`config.mk`:
```
export PLATFORM = sky130hd
export DESIGN_NAME = register_file
export DESIGN_NICKNAME = d
export VERILOG_FILES = /design/src/rtl/register_file.sv
export SDC_FILE = /design/constraint.sdc
export NUM_CORES = 2
export LEC_CHECK = 0
export ABC_AREA = 1
export CAP_MARGIN = 5
export CORE_MARGIN = 2
export CORE_UTILIZATION = 45
export CTS_CLUSTER_SIZE = 14
export DETAILED_ROUTE_END_ITERATION = 8
export DONT_BUFFER_PORTS = 1
export PLACE_DENSITY = 0.56
export SYNTH_ARGS = -nofsm -noshare
export SYNTH_HDL_FRONTEND = slang
export SYNTH_SLANG_ARGS = --single-unit
```
`constraint.sdc`:
```
create_clock -name i_clk -period 3.7 [get_ports i_clk]
set_input_delay 0.37 -clock i_clk [delete_from_list [all_inputs] [get_ports i_clk]]
set_output_delay 0.37 -clock i_clk [all_outputs]
set_load 0.01 [all_outputs]
```
`src/rtl/register_file.sv`:
```
// cotm32 integer register file: N read ports, one write port, x0 reads zero.
// Optional same-cycle write-to-read forwarding under COTM32_REGFILE_BYPASS_EN.
package cotm32_pkg;
    localparam int XLEN     = 32;
    localparam int NUM_REGS = 32;
endpackage

module register_file
    import cotm32_pkg::*;
#(
    parameter int N_RPORTS = 2,
    parameter int N_REGS   = NUM_REGS,
    localparam int AW      = $clog2(N_REGS)
) (
    input  logic            i_clk,
    input  logic            i_rst_n,
    input  logic            i_we,
    input  logic [AW-1:0]   i_waddr,
    input  logic [XLEN-1:0] i_wdata,
    input  logic [AW-1:0]   i_raddr [0:N_RPORTS-1],
    output logic [XLEN-1:0] o_rdata [0:N_RPORTS-1]
);

    // x0 has no storage; indices outside 1..N_REGS-1 simply never match
    logic [XLEN-1:0] regs [1:N_REGS-1];

    always_ff @(posedge i_clk or negedge i_rst_n) begin
        if (!i_rst_n) begin
            for (int r = 1; r < N_REGS; r++) begin
                regs[r] <= '0;
            end
        end else if (i_we) begin
            for (int r = 1; r < N_REGS; r++) begin
                if (i_waddr == AW'(r)) begin
                    regs[r] <= i_wdata;
                end
            end
        end
    end

`ifdef COTM32_REGFILE_BYPASS_EN
    logic waddr_hit;

    always_comb begin
        waddr_hit = 1'b0;
        for (int r = 1; r < N_REGS; r++) begin
            if (i_waddr == AW'(r)) begin
                waddr_hit = 1'b1;
            end
        end
    end

    logic fwd;
    assign fwd = i_rst_n && i_we && waddr_hit;
`endif

    always_comb begin
        for (int p = 0; p < N_RPORTS; p++) begin
            o_rdata[p] = '0;
            for (int r = 1; r < N_REGS; r++) begin
                if (i_raddr[p] == AW'(r)) begin
                    o_rdata[p] = regs[r];
                end
            end
`ifdef COTM32_REGFILE_BYPASS_EN
            if (fwd && (i_raddr[p] == i_waddr)) begin
                o_rdata[p] = i_wdata;
            end
`endif
        end
    end

endmodule

```
# --- Word level (Yosys, flattened, before mapping) ---
# Index checks and enable logic that the tools add are counted.
totals:
  regBits: 992
  out_inout_bits: 64
  wordCells: 217
op_classes:
  n_eq_ne: 93
  muxes: 62
  n_reduce_logical: 31
op_table:
  columns: ["operator", "n"]
  rows:
  - ["two-way mux 32 bit", 62]
  - ["equality test 5 bit (second input constant)", 48]
  - ["equality test 5 x 4 -> 1 bit (second input constant)", 24]
  - ["AND reduction 2 bit", 31]
  - ["equality test 5 x 3 -> 1 bit (second input constant)", 12]
  - ["equality test 5 x 2 -> 1 bit (second input constant)", 6]
  - ["equality test 5 x 1 -> 1 bit (second input constant)", 3]

# --- Logic depth before layout (Yosys ltp) ---
logic_depth:
  word_depth: 32
  depth_mapped: 24
  ltp_nobuf: 22

# --- Worst setup path after synthesis ---
# Ideal clock, no wire load.
synth_path:
  path_kind: "input-to-output"
  startpoint: "in i_raddr[6] (netlist bit)"
  endpoint: "out o_rdata[55] (netlist bit)"
  arrival_time_ns: 2.244
  t_required_ns: 3.330
  slack_ns: 1.086
  cell_stages: 20
  path_buffers: 2
  cell_sequence: "buf_4 inv_1 nor2_1 buf_4 nand2_1 nor2_2 inv_1 or2_2 nand2_1 nand4_1 nor2_1 nand4_1 nor2_1 nand4_1 nand2_1 nand3_1 nand2_1 nand4_1 nor2_1 nand3_1"
synth_lines:
  columns: ["item", "line_no", "source"]
  rows:
  - ["from (decl)", "20", "input logic [AW-1:0] i_raddr [0:N_RPORTS-1],"]
  - ["to (decl)", "21", "output logic [XLEN-1:0] o_rdata [0:N_RPORTS-1]"]

==> results.toml <==
[pwr]
leakagePower_nw = 27.5
ir_drop_mv = 0.464
cellPowerDensity_nw_per_um2 = 515

[grt]
groute.usage.overall_pct = 36.7
grt_pass1_vias = 46800
overflow = 0
grt_max_degree = 264
antenna_found_initial = 16
grt_pass1_wl_mm = 318

[sta]
finalMaxSlewViolations = 0
skew_ns = 0
fin_crit_sh_pct = 113
setup_slack_ns = -0.497
worst_pin_slew_ns = 1.39
maxSlewHeadroom_pct = 7.45
finalSetupViolCount = 42
period_needed_ns = 4.20
fmax_mhz = 238
rsz0062_at_grt = "yes"
report.final.hold_viol_count = 0

[clock_tree]
clock-sinks = 992
cts_tree = "done"
max-clock-path-buffers = 3
cts-root-buf = "clkbuf_16"
numCtsBuffers = 112
cts.reportedPaths.clkPinSlew_ns = 0.06
clk_latency_ns = 0.73
h-tree-depth = 3

[drt]
drc = 0
vias = 50300
wl_per_cell_um = 24.4
dr.pass1.iters = 6
via_per_inst = 5.71
ant_nets = 0
wl_mm = 215
drtIter0Drc = 6853

[worst_setup_path]
worst_ep_arrival_time_ns = 3.83
required_ns = 3.33
critPathCaptureType = "primary output"
critPathKind = "flip-flop to primary output"
path_max_fanout = 2
critPathLaunchType = "flip-flop"

[synth]
netlist.area_leader.share_pct = 48.6
synth_top_flop_cell = "dfrtp_1"
ys_seq_area_share_pct = 48.6
synthTopCellsByArea = "dfrtp_1, nand2_1, o21ai_0"
synth_top_area_cell = "dfrtp_1"
synth_warnings = 0
syn_inst = 7143
async_reset_ff_share_pct = 100
synthMostInstantiatedCell = "nand2_1"
ys_ff_latch = 992
synth_edf_count = 0
syn_nets = 7193
netlist_area_um2 = 51100
synth_common_cells = "nand2_1, o21ai_0, dfrtp_1, nor2_1, nand4_1"
syn_area_per_cell_um2 = 7.16
synth.distinct_cells = 23

[worst_hold_path]
hold_class = "input pin to flip-flop"

[place]
place_congestion = 0.979
place_area_um2 = 55200
hpwlAfterDp_mm = 145
io_buffers = 0

[job]
drv_cap = 0

[floorplanning]
start_util_pct = 45.4
die_y_um = 341
std_cell_rows = 123
core_area_um2 = 113000
ioPinCount = 114
die_w_um = 341
fp.dieArea_um2 = 116000

[cells_and_area]
area.growth.synth_to_final_pct = 17.8
largest-register = "regs"
num-nets-final = 7255
largestRegisters = "regs x992"
final_area_um2 = 60200
drive_gt1_share_pct = 14.5
largest_reg_flops = 992
fin_util_pct = 53.5

[outcome]
status = "finished with violations"
violations = "setup timing"
## layout make-up
type	instances	area, um2
fill	11100	52400
tap	1500	1880
antenna	3	7.51
inverter	505	1900
clock buffer	168	3340
clock inverter	36	475
timing repair buffer	439	4070
sequential	992	24800
multi-input combinational	5155	23700
## path summary, 6_finish.rpt
path	startpoint	end	depth (start not counted)	slack [ns]
worst max-delay path	regs[978]$_DFFE_PN0P_	o_rdata[50]	19	-0.50
worst min-delay path	i_wdata[27]	regs[187]$_DFFE_PN0P_	2	0.05
worst max register to register	regs[978]$_DFFE_PN0P_	regs[978]$_DFFE_PN0P_	3	2.77
worst min register to register	regs[564]$_DFFE_PN0P_	regs[564]$_DFFE_PN0P_	2	0.48
max in group asynchronous	i_rst_n	regs[825]$_DFFE_PN0P_	3	1.13
min in group asynchronous	i_rst_n	regs[783]$_DFFE_PN0P_	2	0.68
## cells by family (layout without fill, tap and decap cells)
kind of cell	Yosys count	after routing	synth area share, %
simple gates	4025	4025	32.9
other cells	0	3	0
flops	992	992	48.6
buf+inv	996	1148	7.44
compound gates	1130	1130	11.1
## report_power, final
part / internal [mW] / switching [mW]
Clock: 6.83 / 4.84
Sequential: 12.9 / 1.68
Combinational: 1.63 / 3.15
Total: 21.3 / 9.66
## routing by layer
| layer | vias up | track usage [%] | share of wire (%) |
|---|---|---|---|
| met5 | - | 0 | 0.051 |
| met4 | 16 | 17.9 | 5.6 |
| met3 | 503 | 6.03 | 8.8 |
| met2 | 2510 | 56.9 | 45 |
| met1 | 24100 | 50.0 | 41 |
| li1 | 23100 | - | - |
## placed cells by master, fill, tap and decap left out, types with 54 or more instances in the layout
cell type,Yosys,routed
inv_1,491,476
nand4_1,511,511
nand2_2,2,109
nand2_1,2602,2492
buf_4,6,369
dfrtp_1,992,991
or2_2,68,68
nor2_2,6,128
clkbuf_16,0,114
o21ai_0,1046,1027
nor2_1,697,555
a21oi_1,78,78
nand3_2,0,54
## critical path: stages, from the launching register on
cell     delay (ns)
dfrtp_1        0.43
buf_4          0.17
inv_1          0.04
o21ai_0        0.07
nor2_1         0.12
nand4_1        0.11
nand2_2        0.10
nand4_1        0.21
nand2_1        0.14
nand4_1        0.19
nand2_2        0.17
nand4_1        0.11
nor3_2         0.17
buf_4          0.14
nand4_1        0.07
nor2_1         0.10
buf_4          0.14
nand4_1        0.21
nor2_1         0.17
nand4_1        0.22
## through the flow
| step | setup slack [ns] | TNS, ns | power [mW] | cells | hold slack [ns] |
|---|---|---|---|---|---|
| 2_1_floorplan | 1.09 | 0 | 16.9 | 7143 | 0.0744 |
| 3_3_place_gp | -0.224 | -4.01 | 19.0 | 8581 | 0.0887 |
| 3_5_place_dp | -0.218 | -4.19 | 19.1 | 8581 | 0.0903 |
| 4_1_cts | -0.555 | -8.72 | 30.9 | 8791 | 0.0365 |
| 5_1_grt | -0.652 | -16.58 | 32.4 | 8795 | 0.0603 |
| 6_report | -0.497 | -8.20 | 31.0 | 8798 | 0.0471 |
## timing repair
item	in CTS	in global routing
hold endpoints to repair	741	0
cloned	0	0
hold buffers	4	0
pin swaps	153	195
gates resized for setup	229	121
setup endpoints to repair	58	64
buffers inserted	4	4
(Power assumes the default switching activity.)
